[config.mk]
export PLATFORM = sky130hd
export DESIGN_NAME = pipe_hazard_ctrl
export DESIGN_NICKNAME = d
export VERILOG_FILES = /design/src/rtl/pipe_hazard_ctrl.sv
export SDC_FILE = /design/constraint.sdc
export NUM_CORES = 1
export LEC_CHECK = 0
export CORE_ASPECT_RATIO = 0.75
export CORE_MARGIN = 2
export CORE_UTILIZATION = 33
export CTS_BUF_LIST = sky130_fd_sc_hd__clkbuf_8
export DETAILED_ROUTE_END_ITERATION = 10
export HOLD_SLACK_MARGIN = 0.05
export MAX_ROUTING_LAYER = met4
export PLACE_DENSITY = 0.83
export SLEW_MARGIN = 10
export SYNTH_ARGS = -nofsm -noshare
export SYNTH_HDL_FRONTEND = slang
export SYNTH_SLANG_ARGS = --single-unit
[constraint.sdc]
create_clock -name clk -period 2.4 [get_ports clk]
set_clock_uncertainty 0.2 [all_clocks]
set_input_delay 0.72 -clock clk [delete_from_list [all_inputs] [get_ports clk]]
set_output_delay 0.72 -clock clk [all_outputs]
set_load 0.02 [all_outputs]
[src/rtl/pipe_hazard_ctrl.sv]
// Pipeline sequencing controller: freeze/flush/bubble arbitration, debug halt, memory timeout.
// Optional performance counters enabled by defining PIPE_PERF_CNT_EN.
module pipe_hazard_ctrl #(
    parameter int MEM_TIMEOUT = 16,
    parameter int CNT_W       = 32
) (
    input  logic             clk,
    input  logic             rst,
    input  logic             hazard_i,
    input  logic             branch_taken_i,
    input  logic             mem_req_i,
    input  logic             mem_ready_i,
    input  logic             dbg_halt_i,
    output logic             freeze_if_o,
    output logic             flush_if_o,
    output logic             freeze_id_o,
    output logic             flush_id_o,
    output logic             freeze_ex_o,
    output logic             freeze_mem_o,
    output logic             bubble_wb_o,
    output logic             halted_o,
    output logic             mem_error_o,
    output logic [CNT_W-1:0] stall_cnt_o,
    output logic [CNT_W-1:0] flush_cnt_o
);

    localparam int WAIT_W = $clog2(MEM_TIMEOUT + 1);

    typedef enum logic [1:0] {
        RUN      = 2'd0,
        MEM_WAIT = 2'd1,
        HALT     = 2'd2,
        ERR      = 2'd3
    } state_t;

    state_t              state_q, state_d;
    logic [WAIT_W-1:0]   wait_cnt_q, wait_cnt_d;
    logic                mem_stall;

    assign mem_stall = mem_req_i & ~mem_ready_i;

    always_comb begin
        state_d    = state_q;
        wait_cnt_d = wait_cnt_q;
        unique case (state_q)
            RUN: begin
                if (mem_stall) begin
                    state_d    = MEM_WAIT;
                    wait_cnt_d = WAIT_W'(1);
                end else if (dbg_halt_i) begin
                    state_d = HALT;
                end
            end
            MEM_WAIT: begin
                // wait_cnt holds stalled cycles already spent; this cycle is stall number wait_cnt+1.
                if (mem_ready_i) begin
                    state_d    = RUN;
                    wait_cnt_d = '0;
                end else if (wait_cnt_q == WAIT_W'(MEM_TIMEOUT - 1)) begin
                    state_d = ERR;
                end else begin
                    wait_cnt_d = wait_cnt_q + WAIT_W'(1);
                end
            end
            HALT: begin
                if (!dbg_halt_i) begin
                    state_d = RUN;
                end
            end
            ERR: begin
                state_d = ERR;
            end
            default: begin
                state_d    = RUN;
                wait_cnt_d = '0;
            end
        endcase
    end

    always_ff @(posedge clk or posedge rst) begin
        if (rst) begin
            state_q    <= RUN;
            wait_cnt_q <= '0;
        end else begin
            state_q    <= state_d;
            wait_cnt_q <= wait_cnt_d;
        end
    end

    // Mealy outputs, forced low while reset is asserted.
    always_comb begin
        freeze_if_o  = 1'b0;
        flush_if_o   = 1'b0;
        freeze_id_o  = 1'b0;
        flush_id_o   = 1'b0;
        freeze_ex_o  = 1'b0;
        freeze_mem_o = 1'b0;
        bubble_wb_o  = 1'b0;
        halted_o     = 1'b0;
        mem_error_o  = 1'b0;
        if (!rst) begin
            if (state_q == ERR || state_q == HALT) begin
                freeze_if_o  = 1'b1;
                freeze_id_o  = 1'b1;
                freeze_ex_o  = 1'b1;
                freeze_mem_o = 1'b1;
                bubble_wb_o  = 1'b1;
                halted_o     = (state_q == HALT);
                mem_error_o  = (state_q == ERR);
            end else if (mem_stall) begin
                freeze_if_o  = 1'b1;
                freeze_id_o  = 1'b1;
                freeze_ex_o  = 1'b1;
                freeze_mem_o = 1'b1;
                bubble_wb_o  = 1'b1;
            end else if (branch_taken_i) begin
                // A hazard alongside a taken branch belongs to a wrong-path instruction.
                flush_if_o = 1'b1;
                flush_id_o = 1'b1;
            end else if (hazard_i) begin
                freeze_if_o = 1'b1;
                flush_id_o  = 1'b1;
            end
        end
    end

`ifdef PIPE_PERF_CNT_EN
    logic [CNT_W-1:0] stall_cnt_q, stall_cnt_d;
    logic [CNT_W-1:0] flush_cnt_q, flush_cnt_d;
    logic             stall_inc;

    assign stall_inc = freeze_if_o & (state_q == RUN || state_q == MEM_WAIT);

    always_comb begin
        stall_cnt_d = stall_cnt_q;
        flush_cnt_d = flush_cnt_q;
        if (stall_inc && stall_cnt_q != '1) begin
            stall_cnt_d = stall_cnt_q + CNT_W'(1);
        end
        if (flush_if_o && flush_cnt_q != '1) begin
            flush_cnt_d = flush_cnt_q + CNT_W'(1);
        end
    end

    always_ff @(posedge clk or posedge rst) begin
        if (rst) begin
            stall_cnt_q <= '0;
            flush_cnt_q <= '0;
        end else begin
            stall_cnt_q <= stall_cnt_d;
            flush_cnt_q <= flush_cnt_d;
        end
    end

    assign stall_cnt_o = stall_cnt_q;
    assign flush_cnt_o = flush_cnt_q;
`else
    assign stall_cnt_o = '0;
    assign flush_cnt_o = '0;
`endif

endmodule
==> results of run 1 <==
==> cell usage in the layout, fill, tap and decap left out <==
master	count
o41ai_1	1
o21ai_0	3
mux2_2	1
buf_6	6
ha_1	2
clkdlybuf4s50_1	1
a21oi_1	3
nor2_1	1
nor3_2	1
and2_1	1
or2b_1	1
a22o_2	2
or3_1	1
dlygate4sd2_1	2
nor2_4	2
buf_2	3
clkbuf_8	3
dfrtp_1	7
inv_1	6
conb_1	64
clkbuf_2	1
a21boi_1	1
nand2b_1	2
and3_1	1
nor3_1	2
and3_2	1
nand3_1	1
a21oi_2	2
buf_4	12
nor4b_4	1
o21a_1	2
nor2b_4	1
and2b_2	1
==> cells by family after synthesis <==
group | after synthesis | synth area share
other cells | 1 | 0.00395
flops | 7 | 0.185
simple gates | 17 | 0.123
buf+inv | 72 | 0.550
compound gates | 14 | 0.100
fa+ha+maj | 2 | 0.0264
mux | 1 | 0.0119
==> registers in the layout, indices dropped and copies added, names as in the netlist <==
register	count
wait_cnt_q	5
state_q	2
==> stage by stage <==
step                      setup TNS (ns)  instance area [µm²]
after detailed placement           -6.62                  955
final                                  0                 1010
after CTS                              0                 1020
after global placement             -6.42                  955
after global routing                   0                 1010
after floorplan                        0                 1190
==> final cells by class <==
class                           instances  area (µm²)  area share
Clock buffer                            3        41.3      0.0409
Clock inverter                          1        3.75     0.00372
Tap cell                               36        45.0      0.0447
Inverter                                5        18.8      0.0186
Multi-Input combinational cell         98         519       0.515
Sequential cell                         7         175       0.174
Timing Repair Buffer                   25         205       0.203
==> how the worst max path moves through the flow <==
stage	startpoint	to	slack [ns]
3_5_place_dp	mem_req_i	bubble_wb_o	-0.76
2_1_floorplan	mem_req_i	freeze_ex_o	0.09
6_report	mem_req_i	flush_id_o	0.06
3_3_place_gp	mem_req_i	bubble_wb_o	-0.73
4_1_cts	rst	mem_error_o	0.006
5_1_grt	mem_req_i	flush_id_o	0.01
==> what timing repair did <==
action                                  in CTS  in global routing
hold endpoints to repair                     0                  0
resized for setup                           69                  2
cloned                                       0                  0
endpoints found under the setup margin       9                  8
pin swaps                                    4                  1
==> report_power, final <==
group	switching (µW)	internal, µW
clock network	45.8	110
logic	268	192
registers	50.8	156
==> metal layers <==
layer | wire length (µm) | vias to the layer above | part of all wire | global-route usage
met5 | 0 | - | 0 | -
met4 | 15 | 0 | 0.010 | 0.0521
met3 | 93 | 2 | 0.064 | 0.0157
met2 | 826 | 29 | 0.57 | 0.143
met1 | 523 | 287 | 0.36 | 0.0909
li1 | - | 288 | - | -
==> results.py, run 1 <==
metrics = {
    "floorplanning": {
        "core_um2": 2660,
        "dieArea_um2": 3320,
        "die_x_um": 65.9,
        "rows": 16,
        "die_y_um": 50.4,
        "io-pin-count": 80,
        "initial_utilization": 0.356,
    },
    "final_layout": {
        "drive_above_1_share": 0.266,
        "diodes": 0,
        "stdcell_count": 175,
        "n_fill_cell": 281,
        "nNetsFinal": 149,
        "area.growth.synth_to_final_pct": 6.33,
        "fin_util": 0.379,
    },
    "yosys": {
        "synth_top_area_frac": 0.530,
        "synth.distinct_cells": 25,
        "syn_area_per_cell_um2": 8.32,
        "synth_top_flop_cell": "dfrtp_1",
        "ys_ff_latch": 7,
        "syn_area_um2": 948,
        "synth_edf_count": 0,
        "synth_top_cell_by_area": "buf_4",
        "synth_cells": 114,
        "synth.most_common_cell": "buf_4",
        "netlist_top_cells_area": "buf_4, dfrtp_1, ha_1, nor4b_4, a21oi_1",
        "ys_seq_area_frac": 0.185,
        "synth_commonest_cells": "buf_4, dfrtp_1, inv_1, a21oi_1",
        "synth_warnings": 0,
        "async_flop_share": 1.00,
    },
    "timing": {
        "rsz0062_at_grt": "no",
        "timing.final.crit_share": 0.974,
        "slew_violations": 0,
        "setup_viol": 0,
        "worst_slack_ns": 0.0625,
        "min_period_ns": 2.34,
        "max_freq_ghz": 0.428,
        "final_hold_viol_count": 0,
        "finalHoldWorstSlack_ns": 0.304,
    },
    "flow_run": {
        "max_cap_viol_count": 0,
    },
    "cts": {
        "root_buffer": "clkbuf_8",
        "cts_buffers": 3,
        "insertion_delay_ns": 0.22,
        "htree_num_levels": 1,
        "postCtsSetupRepairBufs": 0,
        "clockBufferDepth": 2,
        "cts_tree": "done",
        "cts_sinks": 7,
        "ctsHoldBuffers": 0,
        "cts.clk_slew.worst_paths_ns": 0.04,
    },
    "route": {
        "post_drt_wl_per_cell_um": 8.34,
        "vias_per_cell": 3.46,
        "first_pass_iters": 3,
        "finalWirelength_um": 1460,
        "drtAntennaViolNets": 0,
        "first_iter_violations": 6,
        "drc": 0,
        "vias": 606,
    },
    "worst_setup_path": {
        "crit_type": "in -> out",
        "crit_family": "simple AND/OR/NAND/NOR gates",
        "cpPeakStageDelay_ns": 0.17,
        "worst-path-max-fanout": 2,
        "r2r_slack_ns": 0.41,
        "critPathRequiredTime_ns": 1.48,
        "worstPathCellList": "buf_2 -> nor2b_4 -> nor3_2 -> o21a_1 -> buf_6",
        "crit_arrival_ns": 1.42,
        "end_kind": "primary output",
        "rr_endpoint": "wait_cnt_q[3]$_DFFE_PP0P_",
        "path_buf_inv": 2,
        "cp_num_cells": 5,
        "cp-start-kind": "primary input",
        "worstRegToRegCells": 7,
        "slowest_stage": "nor3_2",
        "reg2reg_from": "wait_cnt_q[0]$_DFFE_PP0P_",
    },
    "pwr": {
        "leakage_uw": 0.000573,
        "ir_drop_uv": 538,
        "p_total_uw": 823,
        "power_density_nw_per_um2": 816,
    },
    "global_route": {
        "antenna_found_initial": 0,
        "grt_max_degree": 8,
        "globalRouteOverflowTotal": 0,
        "grt_pass1_vias": 504,
        "grtUsageTotal": 0.0842,
        "grt_pass1_wl_um": 2090,
    },
    "placed_design": {
        "pre_cts_slack_ns": -0.755,
        "numPlacedInstances": 171,
        "dpl.hpwl_um": 1280,
        "gp_congestion": 0.741,
        "io_buffers": 15,
    },
    "min_path": {
        "hold_class": "reg -> reg",
        "hold_end": "wait_cnt_q[2]$_DFFE_PP0P_",
        "worstHoldStart": "wait_cnt_q[2]$_DFFE_PP0P_",
        "holdPathStages": 1,
    },
    "run_status": {
        "status": "finished clean",
    },
}
No activity file was read; power rests on OpenSTA's default activity.
==> run 2, diff against run 1 <==
--- a/config.mk
+++ b/config.mk
@@ -10,6 +10,7 @@
 export CORE_UTILIZATION = 33
 export CTS_BUF_LIST = sky130_fd_sc_hd__clkbuf_8
 export DETAILED_ROUTE_END_ITERATION = 10
+export GPL_TIMING_DRIVEN = 0
 export HOLD_SLACK_MARGIN = 0.05
 export MAX_ROUTING_LAYER = met4
 export PLACE_DENSITY = 0.83
==> results.py, run 2 (same netlist as run 1, synthesis figures left out) <==
metrics = {
    "run_status": {
        "status": "finished clean",
    },
    "final_layout": {
        "nNetsFinal": 207,
        "diodes": 0,
        "drive_above_1_share": 0.482,
        "reg_top3": "wait_cnt_q: 5 flops, state_q: 2 flops",
        "area.growth.synth_to_final_pct": 51.5,
        "largest_reg_flops": 5,
        "final_cell_mix": "buf_4, conb_1, dfrtp_1",
        "top_register": "wait_cnt_q",
        "layout_commonest_cell": "buf_4",
    },
    "route": {
        "first_pass_iters": 4,
        "drtAntennaViolNets": 0,
        "drc": 0,
        "vias_per_cell": 3.13,
        "post_drt_wl_per_cell_um": 7.10,
        "finalWirelength_um": 1650,
        "vias": 729,
        "first_iter_violations": 7,
    },
    "worst_setup_path": {
        "crit_arrival_ns": 1.42,
        "crit_type": "in -> out",
        "r2r_slack_ns": 0.40,
        "cp-start-kind": "primary input",
        "critPathRequiredTime_ns": 1.48,
        "worstRegToRegCells": 7,
        "end_kind": "primary output",
        "critPathLaunch": "mem_ready_i",
        "reg2reg_from": "wait_cnt_q[0]$_DFFE_PP0P_",
        "worst-path-max-fanout": 7,
        "rr_endpoint": "wait_cnt_q[3]$_DFFE_PP0P_",
    },
    "min_path": {
        "hold_class": "reg -> reg",
        "hold_end": "wait_cnt_q[4]$_DFFE_PP0P_",
        "worstHoldStart": "wait_cnt_q[4]$_DFFE_PP0P_",
        "holdPathStages": 1,
    },
    "cts": {
        "cts_tree": "done",
        "cts_sinks": 7,
        "cts.clk_slew.worst_paths_ns": 0.04,
        "htree_num_levels": 1,
        "clockBufferDepth": 2,
        "ctsHoldBuffers": 0,
        "cts_buffers": 3,
        "root_buffer": "clkbuf_8",
        "insertion_delay_ns": 0.22,
    },
    "timing": {
        "min_period_ns": 2.34,
        "slew_violations": 0,
        "final_hold_viol_count": 0,
        "fin_setup_tns_ns": 0,
        "finalHoldWorstSlack_ns": 0.304,
        "setup_viol": 0,
        "timing.final.crit_share": 0.977,
        "rsz0062_at_grt": "no",
        "max_freq_ghz": 0.427,
    },
    "pwr": {
        "leakage_uw": 0.000886,
        "ir_drop_uv": 507,
        "p_total_uw": 858,
        "power_density_nw_per_um2": 597,
    },
    "global_route": {
        "grt_pass1_wl_um": 2330,
        "grt_max_degree": 9,
        "grtUsageTotal": 0.0929,
        "globalRouteOverflowTotal": 0,
        "grt_pass1_vias": 546,
        "antenna_found_initial": 0,
    },
    "placed_design": {
        "dpl.hpwl_um": 1490,
        "gp_congestion": 0.736,
        "io_buffers": 15,
    },
    "floorplanning": {
        "die_x_um": 65.9,
        "initial_utilization": 0.356,
        "io-pin-count": 80,
        "dieArea_um2": 3320,
        "die_y_um": 50.4,
        "core_um2": 2660,
        "rows": 16,
    },
    "flow_run": {
        "max_cap_viol_count": 0,
    },
}
==> run 2: cell count changes in the layout (fill, tap and decap cells not counted) <==
| cell | delta |
|---|---|
| inv_4 | +1 |
| clkdlybuf4s15_2 | +1 |
| clkinv_2 | +1 |
| inv_1 | -2 |
| nor2_2 | +1 |
| buf_6 | -3 |
| a21oi_1 | +1 |
| a21oi_2 | -1 |
| clkbuf_2 | -1 |
| clkdlybuf4s15_1 | +1 |
| nor2_4 | -1 |
| buf_4 | +60 |
==> run 2: worst max-delay path: stages <==
cell	delay, ns
buf_4	0.15
nor2b_4	0.13
nor2_2	0.06
nor2_4	0.14
buf_4	0.12
buf_6	0.10
==> run 2: where the power goes <==
part | switching, µW | leakage, µW | internal [µW] | total [µW]
clock | 48.1 | 0.0000255 | 112 | 160
combinational | 260 | 0.000772 | 227 | 488
sequential | 54.4 | 0.0000882 | 156 | 210
total | 363 | 0.000886 | 495 | 858
==> run 2: through the flow <==
step / worst slack, ns / utilization / std cells / instance area [µm²]
3_5_place_dp: -0.949 / 0.519 / 228 / 1380
6_report: 0.0555 / 0.539 / 233 / 1440
4_1_cts: 0.00449 / 0.538 / 233 / 1430
2_1_floorplan: 0.0853 / - / 177 / 1190
5_1_grt: 0.000315 / 0.539 / 233 / 1440
3_3_place_gp: -0.936 / 0.519 / 228 / 1380
==> run 2: cell type report <==
type / count / area (µm²)
Fill cell: 269 / 1230
Multi-Input combinational cell: 98 / 510
Buffer: 67 / 503
Sequential cell: 7 / 175
Timing Repair Buffer: 16 / 135
Tap cell: 36 / 45.0
Clock buffer: 3 / 41.3
Inverter: 5 / 21.3
Clock inverter: 1 / 5.00
==> run 2: how the worst max path moves through the flow <==
stage | endpoint | slack [ns]
2_1_floorplan | freeze_ex_o | 0.09
3_3_place_gp | freeze_mem_o | -0.94
3_5_place_dp | freeze_mem_o | -0.95
4_1_cts | freeze_mem_o | 0.004
5_1_grt | freeze_mem_o | 0.0003
6_report | freeze_id_o | 0.06
==> run 2: timing repair <==
action | CTS | global route
endpoints found under the setup margin | 9 | 8
endpoints found under the hold margin | 0 | 0
gates resized for setup | 60 | 6
buffers inserted | 1 | 0
pin swaps | 1 | 1
==> run 2: layer usage <==
metal,GRT usage,up-vias,routed length (µm)
met4,0.0104,0,0
met5,-,-,0
met1,0.106,294,612
met3,0.0336,0,141
li1,-,405,-
met2,0.162,30,900
==> run 3, diff against run 2 <==
--- a/config.mk
+++ b/config.mk
@@ -5,6 +5,8 @@
 export SDC_FILE = /design/constraint.sdc
 export NUM_CORES = 1
 export LEC_CHECK = 0
+export ABC_CLOCK_PERIOD_IN_PS = 2300
+export CAP_MARGIN = 10
 export CORE_ASPECT_RATIO = 0.75
 export CORE_MARGIN = 2
 export CORE_UTILIZATION = 33
==> constraint.sdc (replaced) <==
create_clock -name clk -period 2.3 [get_ports clk]
set_clock_uncertainty 0.2 [all_clocks]
set_input_delay 0.69 -clock clk [delete_from_list [all_inputs] [get_ports clk]]
set_output_delay 0.69 -clock clk [all_outputs]
set_load 0.02 [all_outputs]
==> results.py, run 3 (same netlist as run 1, synthesis figures left out) <==
metrics = {
    "final_layout": {
        "largest_reg_flops": 5,
        "drive_above_1_share": 0.487,
        "final_area_um2": 1440,
        "final_cell_mix": "buf_4, conb_1, dfrtp_1",
        "reg_top3": "wait_cnt_q: 5 flops, state_q: 2 flops",
        "fin_util": 0.541,
        "area.growth.synth_to_final_pct": 52.0,
        "top_register": "wait_cnt_q",
        "diodes": 0,
        "nNetsFinal": 207,
        "layout_commonest_cell": "buf_4",
    },
    "timing": {
        "min_period_ns": 2.25,
        "finalHoldWorstSlack_ns": 0.298,
        "slew_violations": 0,
        "max_freq_ghz": 0.444,
        "final_hold_viol_count": 0,
        "rsz0062_at_grt": "no",
        "timing.final.crit_share": 0.980,
        "setup_viol": 0,
        "worst_slack_ns": 0.0460,
    },
    "route": {
        "vias_per_cell": 3.13,
        "drtAntennaViolNets": 0,
        "post_drt_wl_per_cell_um": 7.07,
        "first_iter_violations": 8,
        "drc": 0,
        "finalWirelength_um": 1650,
        "vias": 729,
        "first_pass_iters": 4,
    },
    "floorplanning": {
        "io-pin-count": 80,
        "dieArea_um2": 3320,
        "rows": 16,
        "die_x_um": 65.9,
        "core_um2": 2660,
        "initial_utilization": 0.356,
        "die_y_um": 50.4,
    },
    "worst_setup_path": {
        "crit_type": "in -> out",
        "end_kind": "primary output",
        "critPathRequiredTime_ns": 1.41,
        "worst-path-max-fanout": 4,
        "cp-start-kind": "primary input",
        "cpPeakStageDelay_ns": 0.14,
        "slowest_stage": "nor2_2",
        "crit_arrival_ns": 1.36,
        "cpMostUsedCell": "buf_6",
        "worstPathCellList": "buf_6 -> nor2b_4 -> nor2_2 -> nor2_4 -> buf_4 -> buf_6",
    },
    "global_route": {
        "grt_pass1_wl_um": 2330,
        "grtUsageTotal": 0.0919,
        "grt_max_degree": 9,
        "globalRouteOverflowTotal": 0,
        "antenna_found_initial": 0,
        "grt_pass1_vias": 555,
    },
    "cts": {
        "cts_sinks": 7,
        "insertion_delay_ns": 0.22,
        "clockBufferDepth": 2,
        "htree_num_levels": 1,
        "root_buffer": "clkbuf_8",
        "ctsHoldBuffers": 0,
        "cts.clk_slew.worst_paths_ns": 0.04,
        "cts_buffers": 3,
        "cts_tree": "done",
    },
    "flow_run": {
        "max_cap_viol_count": 0,
    },
    "placed_design": {
        "dpl.hpwl_um": 1490,
        "io_buffers": 15,
        "placed_cell_area_um2": 1380,
        "pre_cts_slack_ns": -0.989,
        "gp_congestion": 0.736,
    },
    "pwr": {
        "leakage_uw": 0.000890,
        "ir_drop_uv": 541,
        "p_total_uw": 896,
        "power_density_nw_per_um2": 621,
    },
    "run_status": {
        "status": "finished clean",
    },
    "min_path": {
        "hold_class": "in -> async",
    },
}
run 3: cell types whose count changed in the layout (fill, tap and decap cells not counted):
cell and delta:
buf_4 -3, buf_6 +2, buf_2 +1, clkdlybuf4s15_1 -1
dfrtp_1 -1, dfrtp_2 +1, dlygate4sd2_1 +1
run 3: power breakdown:
part,switching [µW],total (µW),leakage (µW),internal (µW)
Combinational,271,506,0.000778,235
Sequential,57.9,222,0.0000872,164
Clock,50.1,167,0.0000255,117
Total,379,896,0.000890,516
run 3: per-layer routing:
layer  routed length, µm  GRT usage  vias up
met4                   0     0.0104        0
li1                    -          -      404
met1                 621      0.104      295
met3                 141     0.0336        0
met2                 883      0.160       30
met5                   0          -        -
run 3: path summary, 6_finish.rpt:
| path | startpoint | to | slack [ns] | cells past startpoint |
|---|---|---|---|---|
| setup / recovery | mem_req_i | freeze_id_o | 0.05 | 6 |
| hold / removal | rst | state_q[0]$_DFFE_PP0P_ | 0.30 | 3 |
| max in group asynchronous | rst | state_q[1]$_DFFE_PP0P_ | 1.47 | 3 |
| hold reg to reg | wait_cnt_q[4]$_DFFE_PP0P_ | wait_cnt_q[4]$_DFFE_PP0P_ | 0.30 | 1 |
| min in group clk | wait_cnt_q[4]$_DFFE_PP0P_ | wait_cnt_q[4]$_DFFE_PP0P_ | 0.30 | 1 |
| setup reg to reg | wait_cnt_q[0]$_DFFE_PP0P_ | wait_cnt_q[3]$_DFFE_PP0P_ | 0.30 | 7 |
run 3: worst max-delay path: cells and delay by family:
kind                   cells  cell delay [ns]
and+or+nand+nor            3             0.33
buffers and inverters      3             0.35
run 3: cell type report:
| type | count | area (µm²) |
|---|---|---|
| timing repair buffer | 16 | 139 |
| sequential | 7 | 176 |
| multi-input combinational | 98 | 510 |
| fill | 264 | 1220 |
| clock buffer | 3 | 41.3 |
| buffer | 67 | 503 |
| clock inverter | 1 | 5.00 |
| inverter | 5 | 21.3 |
| tap | 36 | 45.0 |
run 3: stage by stage:
stage / std cells / setup TNS [ns]
detailed placement: 228 / -8.31
global route: 233 / 0
finish: 233 / 0
CTS: 233 / 0
floorplan: 177 / 0
global placement: 228 / -8.16
run 3: timing repair:
action,in CTS,in global routing
gates resized for setup,63,2
buffers inserted,1,0
endpoints found under the setup margin,9,5
pin swaps,1,0
